===== config.mk =====
export PLATFORM = sky130hd
export DESIGN_NAME = ps2_receive
export DESIGN_NICKNAME = d
export VERILOG_FILES = /design/src/rtl/ps2_pkg.sv /design/src/rtl/ps2_clock_filter.sv /design/src/rtl/ps2_receive.sv
export SDC_FILE = /design/constraint.sdc
export NUM_CORES = 1
export LEC_CHECK = 0
export ABC_AREA = 1
export CORE_ASPECT_RATIO = 0.9
export CORE_UTILIZATION = 45
export DETAILED_ROUTE_END_ITERATION = 12
export PLACE_DENSITY = 0.63
export SYNTH_ARGS = -nofsm -noshare
export SYNTH_HDL_FRONTEND = slang
export SYNTH_SLANG_ARGS = --single-unit

===== constraint.sdc =====
create_clock -name clk -period 4.2 [get_ports clk]
set_clock_uncertainty 0.15 [all_clocks]
set_input_delay 0.42 -clock clk [delete_from_list [all_inputs] [get_ports clk]]
set_output_delay 0.42 -clock clk [all_outputs]
set_load 0.01 [all_outputs]

===== src/rtl/ps2_pkg.sv =====
// Shared PS/2 definitions: receiver state encodings, frame geometry and parity helper.
package ps2_pkg;

  localparam int unsigned PS2_FRAME_BITS = 11;
  localparam int unsigned PS2_FILTER_LEN = 8;

  typedef enum logic [1:0] {
    RX_IDLE    = 2'd0,
    RX_RECEIVE = 2'd1,
    RX_DONE    = 2'd2
  } rx_state_t;

  // 1 when data plus parity bit carry an odd number of ones
  function automatic logic odd_parity_ok(input logic [8:0] bits);
    return ^bits;
  endfunction

endpackage


===== src/rtl/ps2_clock_filter.sv =====
// PS/2 line conditioning: 2-flop synchronizers, ps2c glitch filter and falling-edge pulse.
module ps2_clock_filter
  import ps2_pkg::*;
#(
  parameter int unsigned FILTER_LEN = PS2_FILTER_LEN
) (
  input  logic clk,
  input  logic reset,
  input  logic ps2c,
  input  logic ps2d,
  output logic fall,
  output logic ps2d_s
);

  logic [1:0]            c_sync;
  logic [1:0]            d_sync;
  logic [FILTER_LEN-1:0] c_hist;
  logic                  c_filt;

  // Everything resets high so the idle bus cannot look like a falling edge
  always_ff @(posedge clk or posedge reset) begin
    if (reset) begin
      c_sync <= '1;
      d_sync <= '1;
      c_hist <= '1;
      c_filt <= 1'b1;
      fall   <= 1'b0;
    end else begin
      c_sync <= {c_sync[0], ps2c};
      d_sync <= {d_sync[0], ps2d};
      c_hist <= {c_hist[FILTER_LEN-2:0], c_sync[1]};
      fall   <= c_filt & ~(|c_hist);
      if (&c_hist) begin
        c_filt <= 1'b1;
      end else if (~(|c_hist)) begin
        c_filt <= 1'b0;
      end
    end
  end

  assign ps2d_s = d_sync[1];

endmodule


===== src/rtl/ps2_receive.sv =====
// Host-side PS/2 device-to-host frame receiver with parity/stop checks and watchdog.
module ps2_receive
  import ps2_pkg::*;
#(
  parameter int unsigned FILTER_LEN     = PS2_FILTER_LEN,
  parameter int unsigned TIMEOUT_CYCLES = 200000
) (
  input  logic       clk,
  input  logic       reset,
  input  logic       ps2d,
  input  logic       ps2c,
  input  logic       rx_en,
  output logic [7:0] data_out,
  output logic       rx_done,
  output logic       parity_err,
  output logic       frame_err,
  output logic       rx_timeout,
  output logic       rx_busy
);

  localparam int unsigned SHIFT_W = PS2_FRAME_BITS - 1;
  localparam int unsigned CNT_W   = 4;
  localparam int unsigned WD_W    = $clog2(TIMEOUT_CYCLES);

  logic               fall;
  logic               ps2d_s;
  rx_state_t          state;
  logic [CNT_W-1:0]   bit_cnt;
  logic [SHIFT_W-1:0] shift;
  logic [WD_W-1:0]    wd;

  ps2_clock_filter #(
    .FILTER_LEN(FILTER_LEN)
  ) u_filter (
    .clk   (clk),
    .reset (reset),
    .ps2c  (ps2c),
    .ps2d  (ps2d),
    .fall  (fall),
    .ps2d_s(ps2d_s)
  );

  // Priority inside RECEIVE: rx_en abort, then falling edge, then watchdog
  always_ff @(posedge clk or posedge reset) begin
    if (reset) begin
      state      <= RX_IDLE;
      bit_cnt    <= '0;
      shift      <= '0;
      wd         <= '0;
      data_out   <= '0;
      rx_done    <= 1'b0;
      parity_err <= 1'b0;
      frame_err  <= 1'b0;
      rx_timeout <= 1'b0;
      rx_busy    <= 1'b0;
    end else begin
      rx_done    <= 1'b0;
      rx_timeout <= 1'b0;
      case (state)
        RX_IDLE: begin
          if (fall && rx_en && !ps2d_s) begin
            state   <= RX_RECEIVE;
            bit_cnt <= '0;
            wd      <= '0;
            rx_busy <= 1'b1;
          end
        end
        RX_RECEIVE: begin
          if (!rx_en) begin
            state   <= RX_IDLE;
            rx_busy <= 1'b0;
          end else if (fall) begin
            shift   <= {ps2d_s, shift[SHIFT_W-1:1]};
            bit_cnt <= bit_cnt + CNT_W'(1);
            wd      <= '0;
            if (bit_cnt == CNT_W'(SHIFT_W - 1)) begin
              state   <= RX_DONE;
              rx_busy <= 1'b0;
            end
          end else begin
            wd <= wd + WD_W'(1);
            if (wd == WD_W'(TIMEOUT_CYCLES - 2)) begin
              state      <= RX_IDLE;
              rx_timeout <= 1'b1;
              rx_busy    <= 1'b0;
            end
          end
        end
        RX_DONE: begin
          data_out   <= shift[7:0];
          parity_err <= ~odd_parity_ok(shift[8:0]);
          frame_err  <= ~shift[9];
          rx_done    <= 1'b1;
          state      <= RX_IDLE;
        end
        default: begin
          state   <= RX_IDLE;
          rx_busy <= 1'b0;
        end
      endcase
    end
  end

endmodule


==> impl_metrics.csv, run 1 <==
group,metric,value,unit
sta,finalCriticalPeriod,1.99,ns
clock_tree,cts_resized,0,
power,p_sw_frac,0.209,
synth,syn_avg_cell_area,8.64,sq um
grt,antenna_found_initial,0,
grt,grt_pass1_wl,8980,um
power,intPower,911,uW
power,leakage,0.00160,uW
finish,diodes,0,
finish,multi_input_area,0.00108,sq mm
placed_design,gp_congestion,0.797,
power,combPwrFrac,0.019,
placed_design,port-buffer-count,17,
power,ir_drop,0.195,mV
synth,ys_seq_area_frac,0.544,
finish,layout.nets,360,
clock_tree,post_cts_buffers,0,
finish,fillers,588,
min_path,hold_path_class,"reg -> reg",
route,drc_errors,0,
grt,globalRouteOverflowTotal,0,
route,dr.pass1.iters,4,
route,antenna_left,0,
synth,synth_commonest_cells,"82 x nand2_1, 48 x dfrtp_1, 39 x inv_1",
flow_run,drv_cap,0,
floorplan,start_util,0.463,
synth,yosysWarnings,0,
grt,met3_usage,0.0549,
route,vias,2117,
clock_tree,hold_buffers,0,
clock_tree,cts_buffers,9,
floorplan,die_area,0.00662,sq mm
synth,syn_area,0.00283,sq mm
grt,grt_use_met2,0.266,
sta,worstMarginPinSlew,0.692,ns
power,power.switching,240,uW
synth,syn_nets,337,
clock_tree,cts.sinks,61,
power,power_frac_seq,0.527,
synth,synth_area_leaders,"dfrtp_1 42%, dfstp_2 12%, nand2_1 11%, inv_1 5.2%, nor2_1 5.0%",
clock_tree,cts_tree,"built",
clock_tree,cts_root_buffer,"clkbuf_8",
clock_tree,clk_path_buf_depth,2,
synth,synth_top_cell_by_area,"dfrtp_1",
worst_setup_path,arrival,2.11,ns
floorplan,io_pins,18,
power,power.density,351,mW/mm^2
synth,synthArstFlopShare,1.00,
sta,maxSlewViolCount,0,
route,wl_per_cell,11.1,um
sta,finalSetupTns,0,ns
floorplan,die_h,77.3,um
grt,grt_usage,0.176,
grt,grt_max_degree,36,
grt,grt_util_met1,0.233,
synth,syn_inst,328,
power,p_clk_frac,0.454,
placed_design,hpwl,3520,um
synth,yosysMostFrequentCell,"nand2_1",
synth,post_synth_num_cell_types,34,
finish,regArea,0.00154,sq mm
grt,grt_pass1_vias,2024,
sta,slew-limit-headroom,0.538,
synth,netlist.area_leader.share,0.424,
sta,max_freq,0.504,GHz
status,status,"finished clean",
finish,syn2layout_area_growth,15.6,%
finish,layout-drive-gt1-share,0.138,
grt,busiest_layer,"met2",
sta,setup_viol,0,
worst_setup_path,cp_max_fo,21,
worst_setup_path,crit_type,"reg -> reg",
floorplan,core.rowCount,27,
route,via_per_inst,4.78,
route,first_iter_violations,114,
clock_tree,htree_num_levels,3,
worst_setup_path,start_kind,"flop",
clock_tree,insertion_delay,0.34,ns
power,power,1150,uW
route,wl,4920,um
synth,synth_ff_type,"dfrtp_1",
floorplan,die_w,85.7,um
worst_setup_path,endpoint_kind,"flop",
clock_tree,cts.clk_slew.worst_paths,0.07,ns
synth,ys_ff_latch,61,
worst_setup_path,cp_data_required_time,4.32,ns
sta,hold_viol,0,
synth,synth-edff-count,0,
floorplan,core_region_area,0.00611,sq mm
sta,finalCritPeriodShare,0.473,
sta,rsz0062_at_grt,"false",
area by class of cell:
class	instances	share of cell area
Sequential cell	61	0.471
Multi-Input combinational cell	218	0.330
Timing Repair Buffer	18	0.0542
Inverter	43	0.0508
Clock buffer	12	0.0473
Tap cell	87	0.0332
Clock inverter	4	0.0141
path summary, 6_finish.rpt:
path | startpoint | end | slack (ns) | depth (start not counted)
setup / recovery | state[1] | rx_busy | 2.21 | 7
hold / removal | u_filter.d_sync[0] | u_filter.d_sync[1] | 0.20 | 0
setup reg to reg | state[1] | rx_busy | 2.21 | 7
hold reg to reg | u_filter.d_sync[0] | u_filter.d_sync[1] | 0.20 | 0
max in group asynchronous | reset | wd[7] | 2.73 | 3
min in group asynchronous | reset | shift[2] | 0.36 | 2
power groups by stage:
stage	sequential, uW	clock [uW]	combinational (uW)
6_report	607	523	21.5
5_1_grt	608	565	26.1
4_1_cts	607	542	22.9
3_5_place_dp	617	0	22.8
3_3_place_gp	617	0	22.5
2_1_floorplan	615	0	13.6
critical path, cell delays in order (launching register included):
cell	delay (ns)
dfrtp_1	0.42
nor2_4	0.22
nand2_2	0.16
nor2_2	0.55
nand2_1	0.19
nand3_1	0.13
nand2_1	0.05
nand2_1	0.06
registers in the layout, summed over array words and instances, names as in the netlist, 2 cells and up:
register	cells
bit_cnt	4
data_out	8
shift	10
state	2
u_filter.c_hist	8
u_filter.c_sync	2
u_filter.d_sync	2
wd	18
per-stage QoR:
stage / hold slack (ns) / std cells / util / setup WS [ns] / cell area (sq um)
floorplan: 0.195 / 328 / - / 2.14 / 2830
global placement: 0.196 / 427 / 0.503 / 1.98 / 3080
detailed placement: 0.197 / 427 / 0.503 / 1.96 / 3080
CTS: 0.203 / 443 / 0.536 / 2.22 / 3280
global route: 0.207 / 443 / 0.536 / 2.02 / 3280
finish: 0.202 / 443 / 0.536 / 2.21 / 3280
cell usage in the layout (no fill, tap or decap), types with 5 or more instances in the layout:
| cell type | count |
|---|---|
| nor2_1 | 38 |
| a21oi_1 | 9 |
| dfstp_2 | 13 |
| nand4_1 | 6 |
| nand2_2 | 5 |
| nand3_1 | 18 |
| dfrtp_1 | 48 |
| nand2_1 | 82 |
| inv_1 | 38 |
| clkbuf_8 | 11 |
| clkdlybuf4s50_1 | 17 |
| o21ai_0 | 28 |
cells by family after synthesis:
| kind of cell | synth area share |
|---|---|
| simple gates | 0.273 |
| flops | 0.544 |
| buf+inv | 0.0746 |
| compound gates | 0.0808 |
| fa+ha+maj | 0.0177 |
| xor+xnor | 0.00927 |
per-layer routing:
layer  vias to the layer above  wire length (um)
met5                         -                 0
met4                         0                93
met3                        13               180
met2                        30              2160
met1                       993              2490
li1                       1081                 -
Note: power is estimated with default switching activity, not from simulation.
==> run 2, diff against run 1 <==
==> constraint.sdc (replaced) <==
create_clock -name clk -period 2 [get_ports clk]
set_clock_uncertainty 0.15 [all_clocks]
set_input_delay 0.2 -clock clk [delete_from_list [all_inputs] [get_ports clk]]
set_output_delay 0.2 -clock clk [all_outputs]
set_load 0.01 [all_outputs]
==> impl_metrics.csv, run 2 (synthesized netlist as in run 1, its figures left out) <==
group,metric,value,unit
sta,max_freq,0.579,GHz
route,wl,5150,um
worst_setup_path,rr_endpoint,"wd[16]",
worst_setup_path,r2r_cells,8,
route,via_per_inst,4.73,
worst_setup_path,cp_data_required_time,2.07,ns
sta,setup_viol,0,
worst_setup_path,endpoint_kind,"flop",
route,antenna_left,0,
finish,layout-drive-gt1-share,0.153,
clock_tree,cts.clk_slew.worst_paths,0.07,ns
floorplan,core_region_area,0.00611,sq mm
finish,regArea,0.00154,sq mm
min_path,hold_path_class,"in -> async",
clock_tree,cts_tree,"built",
clock_tree,cts_resized,0,
sta,finalCriticalPeriod,1.73,ns
sta,setup_slack,0.273,ns
floorplan,io_pins,18,
power,power.switching,524,uW
grt,grt_pass1_vias,2043,
floorplan,start_util,0.463,
sta,finalSetupTns,0,ns
clock_tree,post_cts_buffers,0,
floorplan,die_area,0.00662,sq mm
clock_tree,clk_path_buf_depth,2,
worst_setup_path,arrival,1.80,ns
power,power_frac_seq,0.528,
clock_tree,cts.sinks,61,
sta,slew-limit-headroom,0.695,
finish,largest_reg_flops,18,
power,ir_drop,0.411,mV
power,power.density,727,mW/mm^2
floorplan,core.rowCount,27,
grt,grt_max_degree,27,
finish,fillers,575,
worst_setup_path,critPathLaunch,"wd[1]",
sta,finalCritPeriodShare,0.864,
route,dr.pass1.iters,4,
finish,mostFrequentLayoutCells,"82 x nand2_1, 48 x dfrtp_1, 38 x nor2_1, 38 x inv_1, 28 x o21ai_0",
worst_setup_path,r2r_slack,0.27,ns
power,leakage,0.00163,uW
placed_design,place_ws,0.116,ns
worst_setup_path,crit_type,"reg -> reg",
finish,diodes,0,
finish,syn2layout_area_growth,17.0,%
flow_run,drv_cap,0,
route,drc_errors,0,
clock_tree,cts_buffers,9,
worst_setup_path,crit_end,"wd[16]",
worst_setup_path,start_kind,"flop",
route,vias,2116,
clock_tree,hold_buffers,0,
clock_tree,cts_root_buffer,"clkbuf_8",
finish,layout.nets,364,
grt,grt_pass1_wl,9200,um
grt,globalRouteOverflowTotal,0,
sta,maxSlewViolCount,0,
clock_tree,htree_num_levels,3,
floorplan,die_w,85.7,um
worst_setup_path,timing.rr.start,"wd[1]",
route,wl_per_cell,11.5,um
placed_design,hpwl,3690,um
placed_design,gp_congestion,0.814,
grt,antenna_found_initial,0,
power,intPower,1890,uW
finish,regMostFlops,"wd",
finish,top_regs,"wd: 18 flops, shift: 10 flops",
floorplan,die_h,77.3,um
grt,grt_usage,0.183,
power,p_clk_frac,0.450,
placed_design,port-buffer-count,17,
sta,worstMarginPinSlew,0.457,ns
finish,multi_input_area,0.00108,sq mm
clock_tree,insertion_delay,0.33,ns
sta,hold_viol,0,
finish,layout_commonest_cell,"nand2_1",
worst_setup_path,cp_max_fo,4,
power,p_sw_frac,0.217,
route,first_iter_violations,101,
power,combPwrFrac,0.022,
sta,rsz0062_at_grt,"false",
status,status,"finished clean",
## run 2: final cells by class
| type | instances | area share |
|---|---|---|
| timing repair buffer | 22 | 0.0664 |
| clock buffer | 10 | 0.0415 |
| multi-input combinational | 218 | 0.326 |
| inverter | 43 | 0.0502 |
| clock inverter | 6 | 0.0185 |
| tap | 87 | 0.0328 |
| sequential | 61 | 0.465 |
## run 2: power by group through the flow
stage | clock, uW | combinational [uW] | sequential [uW]
finish | 1090 | 52.1 | 1270
global route | 1180 | 61.3 | 1280
CTS | 1120 | 55.3 | 1270
detailed placement | 0 | 55.3 | 1300
global placement | 0 | 54.4 | 1300
floorplan | 0 | 28.6 | 1290
## run 2: how the worst min path moves through the flow
stage	end	slack (ns)
after global placement	u_filter.d_sync[1]	0.20
after detailed placement	u_filter.d_sync[1]	0.20
after CTS	shift[7]	0.04
after floorplan	u_filter.c_sync[0]	0.05
after global routing	shift[7]	0.06
final	shift[7]	0.04
## run 2: per-stage QoR
stage | instances | total power (uW) | cell area, sq um | utilization | hold WS (ns)
after detailed placement | 431 | 1350 | 3120 | 0.510 | 0.199
after CTS | 447 | 2450 | 3320 | 0.542 | 0.0415
after global routing | 447 | 2520 | 3320 | 0.542 | 0.0615
final | 447 | 2410 | 3320 | 0.542 | 0.0404
after global placement | 431 | 1350 | 3120 | 0.510 | 0.196
after floorplan | 328 | 1320 | 2830 | - | 0.0545
## run 2: worst max-delay path, cell delays in order, from the launching register on
cell and delay, ns:
dfrtp_1 0.41, ha_1 0.22, nand2_1 0.11, nor2_1 0.23, nand3_1 0.17, inv_1 0.13, nand3_1 0.08, nand2_1 0.07
nor2_1 0.04
## run 2: layer usage
metal | global-route usage | part of all wire
met5 | 0 | 0
met4 | 0.0817 | 0.011
met3 | 0.0484 | 0.032
met2 | 0.276 | 0.45
met1 | 0.246 | 0.51
==> run 3, diff against run 2 <==
--- a/config.mk
+++ b/config.mk
@@ -5,7 +5,6 @@
 export SDC_FILE = /design/constraint.sdc
 export NUM_CORES = 1
 export LEC_CHECK = 0
-export ABC_AREA = 1
 export CORE_ASPECT_RATIO = 0.9
 export CORE_UTILIZATION = 45
 export DETAILED_ROUTE_END_ITERATION = 12
==> impl_metrics.csv, run 3 <==
group,metric,value,unit
status,status,"finished clean",
worst_setup_path,crit_path_cell_trace,"and2b_1 > buf_4 > o2111ai_4 > or4_1 > a21oi_1",
route,antenna_left,0,
finish,layout_commonest_cell,"dfrtp_1",
sta,maxSlewViolCount,0,
worst_setup_path,cpLargestDelayFamily,"simple AND/OR/NAND/NOR gates",
worst_setup_path,rr_endpoint,"wd[11]",
placed_design,gp_congestion,0.891,
synth,synth_commonest_cells,"48 x dfrtp_1, 22 x nand2_1, 18 x mux2_2",
synth,synthArstFlopShare,1.00,
grt,antenna_found_initial,0,
clock_tree,htree_num_levels,3,
synth,syn_nets,241,
finish,layout.nets,286,
placed_design,hpwl,3550,um
synth,netlist.area_leader.share,0.444,
clock_tree,insertion_delay,0.34,ns
min_path,min_path_cells,1,
grt,grt_usage,0.184,
sta,finalCritPeriodShare,0.934,
power,power,2410,uW
synth,post_synth_num_cell_types,43,
synth,synth_top_family_by_area,"simple AND/OR/NAND/NOR gates",
worst_setup_path,crit_type,"reg -> reg",
route,wl_met3,159,um
synth,ys_seq_area_frac,0.570,
finish,mostFrequentLayoutCells,"48 x dfrtp_1, 22 x nand2_1, 22 x buf_4, 18 x mux2_2, 17 x clkdlybuf4s50_1",
worst_setup_path,start_kind,"flop",
synth,yosysMostFrequentCell,"dfrtp_1",
min_path,hold_path_class,"in -> reg",
synth,yosys.area_share.simple,0.164,
route,drt-met1-wl,2470,um
sta,setup_slack,0.133,ns
route,dr.pass1.iters,4,
sta,finalCriticalPeriod,1.87,ns
power,leakage,0.00150,uW
sta,hold_viol,0,
clock_tree,cts.clk_slew.worst_paths,0.07,ns
worst_setup_path,path_buf_inv,1,
floorplan,die_area,0.00633,sq mm
route,wl,5040,um
placed_design,port-buffer-count,17,
synth,synth-edff-count,0,
clock_tree,cts.sinks,61,
worst_setup_path,r2r_slack,0.13,ns
grt,grt_pass1_vias,1880,
sta,finalSetupTns,0,ns
finish,largest_reg_flops,18,
finish,top_regs,"wd: 18 flops, shift: 10 flops",
route,via_per_inst,5.38,
worst_setup_path,timing.rr.start,"u_filter.d_sync[1]",
synth,synth_compound_area_frac,0.0883,
finish,diodes,0,
grt,grt_pass1_wl,8650,um
synth,synth_fa_ha_area_frac,0.0185,
finish,finish.utilization,0.586,
synth,synth_top_cell_by_area,"dfrtp_1",
worst_setup_path,r2r_cells,5,
clock_tree,clk_path_buf_depth,2,
route,vias,1893,
worst_setup_path,cp_num_cells,5,
synth,yosysWarnings,0,
min_path,hold-path-endpoint,"u_filter.c_sync[0]",
clock_tree,cts_root_buffer,"clkbuf_8",
floorplan,core_region_area,0.00573,sq mm
synth,syn_area,0.00271,sq mm
worst_setup_path,arrival,1.99,ns
sta,worstMarginPinSlew,0.486,ns
grt,globalRouteOverflowTotal,0,
finish,layout-drive-gt1-share,0.280,
finish,fillers,496,
sta,max_freq,0.535,GHz
worst_setup_path,crit_path_top_delay_cell,"or4_1",
synth,ys_ff_latch,61,
floorplan,die_h,75.6,um
floorplan,die_w,83.7,um
worst_setup_path,slowest_delay,0.55,ns
worst_setup_path,cp_max_fo,12,
synth,synthXorXnorAreaFrac,0.0342,
route,wl_per_cell,14.3,um
route,top_layer,"met4",
synth,syn_inst,232,
clock_tree,cts_tree,"built",
worst_setup_path,endpoint_kind,"flop",
power,ir_drop,0.486,mV
sta,setup_viol,0,
finish,syn2layout_area_growth,24.1,%
min_path,min_from,"ps2c",
synth,synth_ff_type,"dfrtp_1",
flow_run,drv_cap,0,
grt,grt_max_degree,24,
route,first_iter_violations,90,
synth,synth_area_leaders,"dfrtp_1 44%, dfstp_2 13%, mux2_2 7.5%, nand2_1 3.1%, o21ai_0 2.4%",
route,met2_length,2320,um
synth,synthMuxAreaShare,0.0934,
route,drc_errors,0,
sta,slew-limit-headroom,0.675,
synth,syn_avg_cell_area,11.7,sq um
floorplan,io_pins,18,
worst_setup_path,cp_data_required_time,2.12,ns
power,power.density,719,mW/mm^2
floorplan,start_util,0.472,
clock_tree,cts_buffers,9,
placed_design,place_ws,-0.157,ns
floorplan,core.rowCount,26,
finish,regMostFlops,"wd",
[run 3: cell count changes after synthesis, sizes merged, moves of 4 or more]
cell	before	now
nand3	20	7
o21ai	30	13
nor2	43	7
nand2	90	22
or3	0	5
o31ai	1	7
or4	0	5
inv	43	11
mux2	0	18
nor4	0	7
mux2i	0	5
and3	0	4
nand2b	0	5
[run 3: cells by family (layout without fill, tap and decap cells)]
logic type	after synthesis	after routing
simple gates	79	79
compound gates	38	38
buf+inv	18	68
xor+xnor	9	9
mux	23	23
flops	61	61
fa+ha+maj	4	4
[run 3: power by group]
group / leakage [uW] / internal (uW) / switching (uW)
clock: 0.000102 / 585 / 504
sequential: 0.000808 / 1260 / 8.66
combinational: 0.000591 / 23.1 / 33.4
[run 3: cell type report]
| class | count | area [sq um] | area share |
|---|---|---|---|
| Tap cell | 70 | 87.6 | 0.0261 |
| Sequential cell | 61 | 1540 | 0.460 |
| Clock buffer | 10 | 128 | 0.0380 |
| Inverter | 11 | 41.3 | 0.0123 |
| Clock inverter | 6 | 68.8 | 0.0205 |
| Timing Repair Buffer | 41 | 365 | 0.109 |
| Multi-Input combinational cell | 153 | 1120 | 0.335 |
[run 3: per-layer routing]
layer	vias to the layer above	track usage
met2	26	0.294
met3	10	0.0672
met1	932	0.227
met4	0	0.0904
met5	-	0
li1	925	-
[run 3: worst max-delay path by stage]
stage	start	to
6_report	u_filter.d_sync[1]	wd[11]
5_1_grt	wd[1]	wd[10]
4_1_cts	wd[0]	wd[14]
3_5_place_dp	rx_en	wd[14]
3_3_place_gp	rx_en	wd[14]
2_1_floorplan	reset	bit_cnt[0]
[run 3: what timing repair did]
item / in CTS / in global routing
setup buffers: 0 / 1
endpoints found under the hold margin: 10 / 0
resized for setup: 1 / 7
hold buffers: 1 / 0
setup endpoints to repair: 8 / 10
[run 3: stage by stage]
step,hold WS (ns),instances,instance area (sq um)
after floorplan,0.0545,232,2710
after global placement,0.197,334,3100
after detailed placement,0.199,334,3100
after CTS,0.0882,351,3300
after global routing,0.0912,352,3360
final,0.107,352,3360
